[src/rtl/uart_pkg.sv]
// uart_pkg: constants, FSM state encoding and helpers shared by the UART receive and transmit paths
//   No ports. Provides:
//     DEF_CLK_FREQ, DEF_BAUD, DEF_OVERSAMPLE  default clock rate, line rate and samples per bit
//     MID_LO, MID_HI                          first and last mid-bit sample ticks used for voting
//     uartState_t                             receiver FSM state encoding
//     majority3()                             2-of-3 vote
package uart_pkg;
    localparam int DEF_CLK_FREQ   = 100_000_000;
    localparam int DEF_BAUD       = 9600;
    localparam int DEF_OVERSAMPLE = 16;
    localparam int MID_LO         = 7;
    localparam int MID_HI         = 9;

    typedef enum logic [2:0] {IDLE, START, DATA, STOP, BREAK} uartState_t;

    function automatic logic majority3(input logic a, input logic b, input logic c);
        return (a & b) | (a & c) | (b & c);
    endfunction
endpackage

[src/rtl/uart_rx_deserializer_if.sv]
// uart_rx_deserializer_if: received-byte handshake and status between the UART receiver and its consumer
//   rx_data[7:0]  last received byte                     receiver -> consumer
//   rx_valid      byte available, held until rx_ack      receiver -> consumer
//   rx_overrun    sticky, a byte was overwritten unread  receiver -> consumer
//   rx_frame_err  one-cycle pulse, stop bit was low      receiver -> consumer
//   rx_busy       a frame is being received              receiver -> consumer
//   rx_ack        one-cycle pulse, rx_data was taken     consumer -> receiver
interface uart_rx_deserializer_if;
    logic [7:0] rx_data;
    logic       rx_valid;
    logic       rx_overrun;
    logic       rx_frame_err;
    logic       rx_busy;
    logic       rx_ack;

    modport master (output rx_data, rx_valid, rx_overrun, rx_frame_err, rx_busy, input rx_ack);
    modport slave  (input rx_data, rx_valid, rx_overrun, rx_frame_err, rx_busy, output rx_ack);
endinterface

[src/rtl/uart_baud_tick.sv]
// uart_baud_tick: oversampling prescaler, one-cycle tick every DIV clocks
//   pClk     in   system clock, rising edge
//   pReset   in   asynchronous active-low reset
//   restart  in   realign: count returns to 0 on the next clock
//   tick     out  high while the count sits at DIV-1
module uart_baud_tick
    import uart_pkg::*;
#(
    parameter int DIV = DEF_CLK_FREQ / (DEF_BAUD * DEF_OVERSAMPLE)
)(
    input  logic pClk,
    input  logic pReset,
    input  logic restart,
    output logic tick
);
    localparam int CW = (DIV > 1) ? $clog2(DIV) : 1;

    logic [CW-1:0] cnt;

    assign tick = (cnt == CW'(DIV - 1));

    always_ff @(posedge pClk or negedge pReset)
        if (!pReset)
            cnt <= '0;
        else
            cnt <= (restart || tick) ? '0 : cnt + 1'b1;
endmodule

[src/rtl/uart_rx_deserializer.sv]
// uart_rx_deserializer: oversampling 8N1 UART receiver with valid/ack byte handshake and error status
//   pClk    in   system clock, rising edge
//   pReset  in   asynchronous active-low reset
//   RxD     in   serial line, idle high, asynchronous to pClk
//   rxIf    master side of uart_rx_deserializer_if:
//           rx_data/rx_valid/rx_overrun/rx_frame_err/rx_busy out, rx_ack in
module uart_rx_deserializer
    import uart_pkg::*;
#(
    parameter int CLK_FREQ   = DEF_CLK_FREQ,
    parameter int BAUD       = DEF_BAUD,
    parameter int OVERSAMPLE = DEF_OVERSAMPLE
)(
    input logic pClk,
    input logic pReset,
    input logic RxD,
    uart_rx_deserializer_if.master rxIf
);
    localparam int DIV = CLK_FREQ / (BAUD * OVERSAMPLE);
    localparam int SW  = $clog2(OVERSAMPLE);

    uartState_t state, nextState;

    // [1:0] is the synchronizer, [2] holds the previous synced value for falling-edge detection
    logic [2:0]    rxSync;
    logic          rxIn, rxFall;
    logic          tick, decide, maj;
    logic          restart, shiftEn, byteDone, frameErr, busy;
    logic [SW-1:0] sampleCnt;
    logic [2:0]    bitCnt;
    logic          voteLo, voteMid;
    logic [7:0]    shreg;
    logic [7:0]    dataQ;
    logic          validQ, overrunQ, frameErrQ;

    assign rxIn   = rxSync[1];
    assign rxFall = rxSync[2] & ~rxSync[1];
    assign decide = tick && (sampleCnt == SW'(MID_HI));
    assign maj    = majority3(voteLo, voteMid, rxIn);

    always_ff @(posedge pClk or negedge pReset)
        if (!pReset)
            rxSync <= 3'b111;
        else
            rxSync <= {rxSync[1:0], RxD};

    uart_baud_tick #(.DIV(DIV)) baudTick (
        .pClk    (pClk),
        .pReset  (pReset),
        .restart (restart),
        .tick    (tick)
    );

    always_ff @(posedge pClk or negedge pReset)
        if (!pReset)
            state <= IDLE;
        else
            state <= nextState;

    always_comb begin
        nextState = state;
        case (state)
            IDLE:    nextState = rxFall ? START : IDLE;
            START:   nextState = decide ? (maj ? IDLE : DATA) : START;
            DATA:    nextState = (decide && bitCnt == 3'd7) ? STOP : DATA;
            STOP:    nextState = decide ? (maj ? IDLE : BREAK) : STOP;
            BREAK:   nextState = rxIn ? IDLE : BREAK;
            default: nextState = IDLE;
        endcase
    end

    always_comb begin
        restart  = (state == IDLE) && rxFall;
        shiftEn  = (state == DATA) && decide;
        byteDone = (state == STOP) && decide && maj;
        frameErr = (state == STOP) && decide && !maj;
        busy     = (state != IDLE);
    end

    // sample ticks are counted from the start edge so ticks MID_LO..MID_HI straddle mid-bit
    always_ff @(posedge pClk or negedge pReset)
        if (!pReset) begin
            sampleCnt <= '0;
            bitCnt    <= '0;
            voteLo    <= 1'b0;
            voteMid   <= 1'b0;
            shreg     <= '0;
        end else begin
            if (restart)
                sampleCnt <= '0;
            else if (tick && busy)
                sampleCnt <= (sampleCnt == SW'(OVERSAMPLE - 1)) ? '0 : sampleCnt + 1'b1;
            if (restart)
                bitCnt <= '0;
            else if (shiftEn)
                bitCnt <= bitCnt + 1'b1;
            if (tick && sampleCnt == SW'(MID_LO))
                voteLo <= rxIn;
            if (tick && sampleCnt == SW'(MID_LO + 1))
                voteMid <= rxIn;
            if (shiftEn)
                shreg <= {maj, shreg[7:1]};
        end

    // an ack that coincides with a new byte is consumed by that byte and leaves overrun as it was
    always_ff @(posedge pClk or negedge pReset)
        if (!pReset) begin
            dataQ     <= '0;
            validQ    <= 1'b0;
            overrunQ  <= 1'b0;
            frameErrQ <= 1'b0;
        end else begin
            frameErrQ <= frameErr;
            if (byteDone) begin
                dataQ    <= shreg;
                validQ   <= 1'b1;
                overrunQ <= overrunQ | (validQ & ~rxIf.rx_ack);
            end else if (rxIf.rx_ack && validQ) begin
                validQ   <= 1'b0;
                overrunQ <= 1'b0;
            end
        end

    assign rxIf.rx_data      = dataQ;
    assign rxIf.rx_valid     = validQ;
    assign rxIf.rx_overrun   = overrunQ;
    assign rxIf.rx_frame_err = frameErrQ;
    assign rxIf.rx_busy      = busy;
endmodule

[src/flat_wrapper.sv]
// flat-port wrapper written by rule: the top's interface ports become plain ports
module uart_rx_deserializer_flat import uart_pkg::*;
#(
    parameter int CLK_FREQ   = DEF_CLK_FREQ,
    parameter int BAUD       = DEF_BAUD,
    parameter int OVERSAMPLE = DEF_OVERSAMPLE
)
  (pClk, pReset, RxD, rxIf_rx_data, rxIf_rx_valid, rxIf_rx_overrun, rxIf_rx_frame_err, rxIf_rx_busy, rxIf_rx_ack);
  uart_rx_deserializer_if rxIf_i ();
  input logic pClk;
  input logic pReset;
  input logic RxD;
  output wire logic [$bits(rxIf_i.rx_data)-1:0] rxIf_rx_data;
  output wire logic [$bits(rxIf_i.rx_valid)-1:0] rxIf_rx_valid;
  output wire logic [$bits(rxIf_i.rx_overrun)-1:0] rxIf_rx_overrun;
  output wire logic [$bits(rxIf_i.rx_frame_err)-1:0] rxIf_rx_frame_err;
  output wire logic [$bits(rxIf_i.rx_busy)-1:0] rxIf_rx_busy;
  input wire logic [$bits(rxIf_i.rx_ack)-1:0] rxIf_rx_ack;
  assign rxIf_rx_data = rxIf_i.rx_data;
  assign rxIf_rx_valid = rxIf_i.rx_valid;
  assign rxIf_rx_overrun = rxIf_i.rx_overrun;
  assign rxIf_rx_frame_err = rxIf_i.rx_frame_err;
  assign rxIf_rx_busy = rxIf_i.rx_busy;
  assign rxIf_i.rx_ack = rxIf_rx_ack;
  uart_rx_deserializer #(.CLK_FREQ(CLK_FREQ), .BAUD(BAUD), .OVERSAMPLE(OVERSAMPLE)) u_core (.pClk(pClk), .pReset(pReset), .RxD(RxD), .rxIf(rxIf_i));
endmodule
[config.mk]
export PLATFORM = sky130hd
export DESIGN_NAME = uart_rx_deserializer_flat
export DESIGN_NICKNAME = d
export VERILOG_FILES = /design/src/rtl/uart_pkg.sv /design/src/rtl/uart_rx_deserializer_if.sv /design/src/rtl/uart_baud_tick.sv /design/src/rtl/uart_rx_deserializer.sv /design/src/flat_wrapper.sv
export SDC_FILE = /design/constraint.sdc
export NUM_CORES = 1
export LEC_CHECK = 0
export ABC_AREA = 1
export CORE_ASPECT_RATIO = 2
export CORE_MARGIN = 2
export CORE_UTILIZATION = 55
export DETAILED_ROUTE_END_ITERATION = 7
export GPL_TIMING_DRIVEN = 1
export PLACE_DENSITY = 0.76
export SYNTH_ARGS = -nofsm -noshare
export SYNTH_HDL_FRONTEND = slang
export SYNTH_SLANG_ARGS = --single-unit
[constraint.sdc]
create_clock -name pClk -period 2.85 [get_ports pClk]
set_input_delay 0.4275 -clock pClk [delete_from_list [all_inputs] [get_ports pClk]]
set_output_delay 0.4275 -clock pClk [all_outputs]
set_load 0.1 [all_outputs]
* Yosys cells after proc, flatten, opt, wreduce, memory -nomap -nowiden
Cells that the tools add are included.
** Storage, ports and cells
- Register bits :: 44
- Bits in latches :: 0
- Memory bits (writable) :: 0
- ROM bits :: 0
- Bits of input ports :: 4
- Output and inout bits :: 12
- Memories :: 0
** Operators by class
- Add/sub/neg operators :: 3
- Multipliers :: 0
- Divide/modulo/power cells :: 0
- Order comparisons :: 0
- Eq/ne operators :: 10
- Shift-type cells :: 0
- Mux-type cells :: 17
- Bitwise logic cells :: 10
- Reductions and logical operators :: 18
** Operators with widths (number)
- $mux W3 :: 6
- $pmux W3 S5 :: 1
- $eq A4 B4 Y1 const B :: 3
- $mux W4 :: 3
- $logic_and A1 B1 Y1 :: 11
- $add A10 B1 Y10 const B :: 1
- $eq A10 B10 Y1 const B :: 1
- $mux W10 :: 1
- $eq A3 B2 Y1 const B :: 2
- $eq A3 B3 Y1 const B :: 2
- $reduce_bool A2 Y1 :: 3
- $and A1 B1 Y1 :: 5
- $mux W1 :: 5
- $add A4 B1 Y4 const B :: 1
- $eq A4 B3 Y1 const B :: 1
- $add A3 B1 Y3 const B :: 1
- $eq A3 B1 Y1 const B :: 1
- $logic_not A3 Y1 :: 1
- $or A1 B1 Y1 :: 3
- $reduce_bool A3 Y1 :: 1
- $mux W2 :: 1
- $not A1 Y1 :: 2
- $logic_not A1 Y1 :: 1
- $logic_or A1 B1 Y1 :: 1

* Longest topological paths before layout
- Depth in word-level cells :: 6
- Mapped depth :: 10
- Gate-level depth less buffers :: 10

* Modules after synthesis
Synthesis repeated with hierarchy kept, for this count alone.
** Unflattened totals
- Cell total of the unflattened synthesis :: 257
- Area, all modules :: 2129.5 sq um
** By module, submodules not included
- uart_rx_deserializer :: instances 1, cells an instance 183, area an instance 1569.0 sq um
- uart_baud_tick :: instances 1, cells an instance 74, area an instance 560.5 sq um

* Least setup slack after synthesis
OpenSTA, ideal clock, no wires.
- Path kind :: register to register
- Start point :: register u_core.state[2]
- End point :: register u_core.sampleCnt[3]
- Data arrival time :: 1.416 ns
- Slack :: 1.308 ns
- Stages on the path, launching flop included :: 6
- Path buffers :: 0
- Period minus slack after synthesis :: 1.542 ns
- Path through :: dfrtp_1 -> nor3_2 -> inv_1 -> nand2_1 -> nand2_1 -> o21ai_0
** Between the ends
- Longest elaborated chain between the ends :: 3
- Elaborated cells between the ends (all ways) :: 6
- Classes of those cells :: mux (1); reduce/logical (5)
** Ends and longest elaborated chain
- start: declaration :: line uart_rx_deserializer.sv:22 : uartState_t state, nextState;
- start signal: assignment :: line uart_rx_deserializer.sv:58 : state <= nextState;
- $reduce_bool A3 Y1 :: line uart_rx_deserializer.sv:77 : busy = (state != IDLE);
- net rxIf_rx_busy :: line flat_wrapper.sv:17 : output wire logic [$bits(rxIf_i.rx_busy)-1:0] rxIf_rx_busy;
- $logic_and A1 B1 Y1 :: line uart_rx_deserializer.sv:91 : else if (tick && busy)
- $reduce_bool A2 Y1 (no source line)
- end signal: assignment :: line uart_rx_deserializer.sv:92 : sampleCnt <= (sampleCnt == SW'(OVERSAMPLE - 1)) ? '0 : sampleCnt + 1'b1;
- end: declaration :: line uart_rx_deserializer.sv:29 : logic [SW-1:0] sampleCnt;
The timed path passes the listed nets, and every way through them passes these cells.
A chain may end at the register's enable or synchronous reset.

* Worst setup path in the final report
- Start point :: register u_core.baudTick.cnt[0]
- End point :: register u_core.bitCnt[1]
** Between the ends
- Longest elaborated chain between the ends :: 4
** Ends and longest elaborated chain
- start: declaration :: line uart_baud_tick.sv:18 : logic [CW-1:0] cnt;
- start signal: assignment :: line uart_baud_tick.sv:26 : cnt <= (restart || tick) ? '0 : cnt + 1'b1;
- $eq A10 B10 Y1 :: line uart_baud_tick.sv:20 : assign tick = (cnt == CW'(DIV - 1));
- $logic_and A1 B1 Y1 :: line uart_rx_deserializer.sv:38 : assign decide = tick && (sampleCnt == SW'(MID_HI));
- $logic_and A1 B1 Y1 :: line uart_rx_deserializer.sv:74 : shiftEn = (state == DATA) && decide;
- $reduce_bool A2 Y1 (no source line)
- end signal: assignment :: line uart_rx_deserializer.sv:96 : bitCnt <= bitCnt + 1'b1;
- end: declaration :: line uart_rx_deserializer.sv:30 : logic [2:0] bitCnt;
Every way passes these cells.

==> impl_metrics.yaml <==
floorplanning:
  die_h_um: 91.7
  boundaryPins: 16
  core_area_mm2: 0.00365
  start_util_pct: 58.0
  die_area_mm2: 0.00439
  die_w_um: 47.9
  rows: 31
timing:
  skew_ns: 0.00741
  max-slew-margin-rel_pct: 36.0
  slew_viol_final: 0
  worstMarginPinSlew_ns: 0.960
  fmax_mhz: 558
  finalHoldViolCount: 0
  fin_crit_sh_pct: 62.9
  grt_setup_unrepaired: "false"
  fin_setup_tns_ns: 0
  setup_viol: 0
  finalCriticalPeriod_ns: 1.79
cts:
  hold_buffers: 0
  cts_setup_buffers: 0
  cts_buffers: 5
  clk_pin_slew_ns: 0.09
  numClockSinks: 44
  cts_tree: "built"
  cts_max_level: 2
  clk_latency_ns: 0.30
  cts_resized: 0
  clockBufferDepth: 2
  cts_root_buf: "clkbuf_8"
place:
  dp_hpwl_mm: 2.94
  portBuffers: 15
  place_area_mm2: 0.00227
  place_inst: 307
  gp_congestion: 0.877
global_routing:
  grt_pass1_vias: 1599
  grt_max_degree: 45
  grt_pass1_wl_mm: 7.12
  track_usage_pct: 22.1
  grt-ovfl-total: 0
  antenna_found_initial: 0
layout:
  num_antenna_cells: 0
  final_util_pct: 65.6
  fin_nets: 276
  drive_gt1_share_pct: 15.8
  fin_cells: 315
  fin_area_mm2: 0.00239
  area_growth_pct: 13.0
worst_hold_path:
  hold_class: "in -> async"
critical_path:
  cp.required_ns: 3.09
  slowest_stage: "dfrtp_1"
  cp_cell_sequence: "inv_1 -> ha_1 -> inv_1 -> nor2_1 -> nand3_1 -> nor2_4 -> nand3_2 -> inv_2 -> nand2_1 -> nand2_1"
  crit_type: "reg -> reg"
  critPathMaxFanout: 13
  cpPeakStageDelay_ns: 0.44
  start_kind: "flip-flop"
  worst_ep_arrival_time_ns: 2.03
  endpoint_kind: "flip-flop"
routing:
  ant_nets: 0
  wl_mm: 4.14
  firstDrtPassIters: 4
  drtIter0Drc: 20
  vias: 1677
  drc_errors: 0
  wire_per_inst_um: 13.1
  vias_per_cell: 5.32
power:
  power_density_mw_per_mm2: 602
  comb_power_share_pct: 13.8
  power_leakage_nw: 1.22
  power_w: 0.00144
  netSwitchingPower_w: 0.000405
  sw_frac_of_total_pct: 28.2
  ir_drop_uv: 464
  seq_power_share_pct: 51.2
  clockPowerShare_pct: 34.9
  p_int_w: 0.00103
yosys:
  synth_warnings: 0
  ys_seq_area_share_pct: 52.2
  synth_fp_nets: 257
  avgSynthCellArea_um2: 8.60
  syn_area_mm2: 0.00212
  ys_seq_elements: 44
  ys_types: 25
  syn_inst: 246
outcome:
  status: "finished clean"
job:
  cap_violations: 0
[power by group through the flow]
stage | combinational [W] | clock (W) | sequential (W)
6_report | 0.000199 | 0.000503 | 0.000738
5_1_grt | 0.000233 | 0.000536 | 0.000747
4_1_cts | 0.000202 | 0.000514 | 0.000737
3_5_place_dp | 0.000199 | 0 | 0.000750
3_3_place_gp | 0.000196 | 0 | 0.000748
2_1_floorplan | 0.000153 | 0 | 0.000735
[metal layers]
layer | GRT usage (%) | vias up | share of wire (%)
li1 | - | 823 | -
met1 | 27.5 | 816 | 40
met2 | 36.4 | 30 | 55
met3 | 3.74 | 8 | 3.0
met4 | 8.11 | 0 | 2.0
met5 | 0 | - | 0
[layout make-up]
class / instances / area, µm²
Clock buffer: 6 / 82.6
Clock inverter: 2 / 38.8
Fill cell: 326 / 1250
Inverter: 27 / 101
Multi-Input combinational cell: 170 / 872
Sequential cell: 44 / 1100
Tap cell: 49 / 61.3
Timing Repair Buffer: 17 / 130
[through the flow]
stage,setup slack [ns],hold slack (ns)
after CTS,1.05,0.304
after floorplan,1.31,0.132
after global placement,1.12,0.345
after global routing,0.845,0.364
final,1.06,0.279
after detailed placement,1.08,0.347
[state kept, by name, summed over array words and instances, names as in the netlist]
register	count
u_core.voteLo	1
u_core.rxIf.rx_valid	1
u_core.rxIf.rx_overrun	1
u_core.bitCnt	3
u_core.sampleCnt	4
u_core.rxIf.rx_frame_err	1
u_core.state	3
u_core.shreg	8
u_core.baudTick.cnt	10
u_core.rxIf.rx_data	8
u_core.rxSync	3
u_core.voteMid	1
[cells by family after synthesis]
kind of cell | Yosys count | share of synthesized area, %
xor+xnor | 3 | 1.24
buf+inv | 32 | 6.56
compound gates | 15 | 3.90
flops | 44 | 52.2
fa+ha+maj | 7 | 4.14
simple gates | 145 | 31.9
[synthesized netlist by cell type, drive strengths merged]
library cell | count | area share (%)
nor2 | 29 | 6.0
dfrtp | 41 | 48
nor3b | 1 | 0.35
nand2 | 75 | 13
o31ai | 1 | 0.35
a21oi | 2 | 0.47
ha | 7 | 4.1
inv | 27 | 4.8
xor2 | 3 | 1.2
nand3 | 19 | 5.4
nor3 | 8 | 2.6
buf | 5 | 1.8
nand4 | 13 | 4.1
o21bai | 2 | 0.71
o21ai | 10 | 2.4
dfstp | 3 | 3.7
[worst max-delay path: cells and delay by family (launching register included)]
| family | cells | cell delay (ns) |
|---|---|---|
| and+or+nand+nor | 6 | 0.75 |
| DFF | 1 | 0.44 |
| buffers and inverters | 3 | 0.37 |
| adders and majority gates | 1 | 0.17 |
[final timing paths]
kind,endpoint,cells past startpoint,slack (ns),start
max in group asynchronous,u_core.rxIf.rx_data[3],1,1.98,pReset
setup / recovery,u_core.bitCnt[1],10,1.06,u_core.baudTick.cnt[0]
min in group pClk,u_core.rxSync[1],0,0.36,u_core.rxSync[0]
setup reg to reg,u_core.bitCnt[1],10,1.06,u_core.baudTick.cnt[0]
hold reg to reg,u_core.rxSync[1],0,0.36,u_core.rxSync[0]
hold / removal,u_core.sampleCnt[2],1,0.28,pReset
[cell usage in the layout (no fill, tap or decap)]
cell type	count
inv_2	4
buf_4	14
inv_1	23
nor3_1	5
nand4_1	12
clkinv_4	1
dfrtp_1	41
o21ai_1	6
nand3_2	4
o21bai_1	2
bufinv_16	1
o31ai_1	1
nor2_2	1
nand4_2	1
clkdlybuf4s50_1	2
nand3_1	15
nor2_1	26
nor2_4	2
ha_1	7
a21oi_1	2
o21ai_0	4
buf_2	1
nor3_2	3
nor3b_1	1
xor2_1	3
nand2_2	1
dfstp_2	3
clkbuf_8	6
nand2_1	74
(Power assumes the default switching activity.)
==> RTL change: new RTL, config.mk and constraints unchanged <==
`DEF_OVERSAMPLE`: 16 -> 8.
--- a/src/rtl/uart_pkg.sv
+++ b/src/rtl/uart_pkg.sv
@@ -7,7 +7,7 @@
 package uart_pkg;
     localparam int DEF_CLK_FREQ   = 100_000_000;
     localparam int DEF_BAUD       = 9600;
-    localparam int DEF_OVERSAMPLE = 16;
+    localparam int DEF_OVERSAMPLE = 8;
     localparam int MID_LO         = 7;
     localparam int MID_HI         = 9;
 
Behaviour: same outputs for any inputs over 10 cycles, from zero or initial values and one cycle with pReset low; that may be too few to reach the edited logic, so the function may still have changed.
==> RTL change against the original RTL <==
- critical path depth down 7
- first-iteration DRC count up 100%
- total power up 12%
- fmax down 2.1%
- design area up 2.3%
- synthesized area up 0.83%
- core utilization down 1.3 points
- setup slack worse by 0.039 ns
- clock skew about the same
- sequential cell count unchanged
- wire length down 0.51%
==> RTL change: results (changes against the original RTL) <==
metric,value,unit,change
status,"complete, no violations",,
largest_reg_flops,11,,+1
vias_per_cell,5.24,,-1.6%
largest-register,u_core.baudTick.cnt,,
drt_wl_total,4.12,mm,-0.51%
cts_buffers,5,,unchanged
syn_nets,256,,-0.39%
grtUsageTotal,0.216,,-0.00451
place_ws,1.24,ns,+0.160 ns
relSlewSlack,0.359,,-0.000929
place_hpwl,3.00,mm,+2.1%
hold_class,in -> async,,
dr.pass1.iters,4,,unchanged
avgSynthCellArea,8.74,sq um,+1.7%
crit_path_max_fanout,4,,-9
p_leak,0.00124,uW,+1.6%
yosys-top-cells-count,"76 x nand2_1, 41 x dfrtp_1, 24 x inv_1",,
post_drt_wl_per_cell,13.1,um,-0.51%
drive_gt1_frac,0.155,,-0.00259
ir_drop,514,uV,+11%
netlist_top_cells_area,"dfrtp_1 48%, nand2_1 13%, ha_1 4.7%",,
path_clk_slew,0.08,ns,
synth_top_area_frac,0.481,,-0.00398
worst_ep_arrival_time,1.40,ns,-0.63 ns
dpl_cell_area,0.00229,sq mm,+0.77%
globalplace.congestion,0.737,,-16%
cts_setup_buffers,0,,unchanged
drtIter0Drc,40,,+100%
portBuffers,15,,unchanged
grt_max_degree,45,,unchanged
cp-startpoint,u_core.state[1],,
reg2reg_from,u_core.baudTick.cnt[0],,
fin_nets,275,,-0.36%
grt_pass1_wl,6.96,mm,-2.3%
ys_seq_area_frac,0.518,,-0.00429
finClkSkew,0.00768,ns,+0.000272 ns
grt_pass1_vias,1632,,+2.1%
reg2reg_depth,8,,-2
antenna_cells,0,,unchanged
fillers,322,,-1.2%
ys_types,29,,+16%
htree_levels,2,,unchanged
## RTL change: changes by cell type in the layout (fill, tap and decap cells not counted), moves of 2 or more
| cell | change |
|---|---|
| nor2_1 | -5 |
| nand3_1 | -4 |
| o21ai_1 | -4 |
| a21oi_1 | +3 |
| nor3_1 | +3 |
| bufinv_16 | +2 |
| inv_2 | -2 |
| nand2_1 | +2 |
| nand3_2 | -2 |
| nand3_4 | +2 |
| o21ai_0 | +2 |
## RTL change: logic make-up after synthesis
| family | share of synthesized area |
|---|---|
| DFF | 0.518 |
| xor gates and xnor gates | 0.0123 |
| AOI/OAI and AO/OA | 0.0340 |
| buffers and inverters | 0.0669 |
| adders and majority gates | 0.0469 |
| and+or+nand+nor | 0.322 |
## RTL change: through the flow
step,util,total power [uW],hold slack (ns)
final,0.643,1620,0.271
after global routing,0.643,1700,0.345
after CTS,0.643,1640,0.309
after detailed placement,0.601,980,0.348
after global placement,0.601,970,0.346
after floorplan,-,905,0.132
## RTL change: final timing paths
path,end,slack [ns]
worst max-delay path,rxIf_rx_busy,1.02
worst min-delay path,u_core.baudTick.cnt[2],0.27
worst max register to register,u_core.rxIf.rx_data[4],1.23
worst min register to register,u_core.rxSync[1],0.36
max in group asynchronous,u_core.rxIf.rx_data[4],1.97
min in group pClk,u_core.rxSync[1],0.36
## RTL change: power by group
group | total [uW] | switching, uW | internal [uW]
registers | 737 | 63.3 | 673
clock network | 652 | 214 | 438
logic | 229 | 147 | 81.8
## RTL change: layer usage
| layer | up-vias | GRT usage | share of wire |
|---|---|---|---|
| met5 | - | 0 | 0 |
| met4 | 0 | 0.0788 | 0.022 |
| met3 | 9 | 0.0453 | 0.023 |
| met2 | 24 | 0.384 | 0.56 |
| met1 | 795 | 0.230 | 0.40 |
| li1 | 823 | - | - |
## RTL change: layout make-up
| class | count | area [sq um] | share of cell area |
|---|---|---|---|
| Timing Repair Buffer | 17 | 130 | 0.0532 |
| Tap cell | 51 | 63.8 | 0.0261 |
| Multi-Input combinational cell | 168 | 886 | 0.362 |
| Clock inverter | 3 | 90.1 | 0.0368 |
| Clock buffer | 5 | 68.8 | 0.0281 |
| Inverter | 27 | 103 | 0.0419 |
| Sequential cell | 44 | 1100 | 0.452 |
## RTL change: critical path, cell delays in order, from the launching register on
cell     delay (ns)
dfrtp_1        0.41
nor3_2         0.38
inv_1          0.07
buf_4          0.24
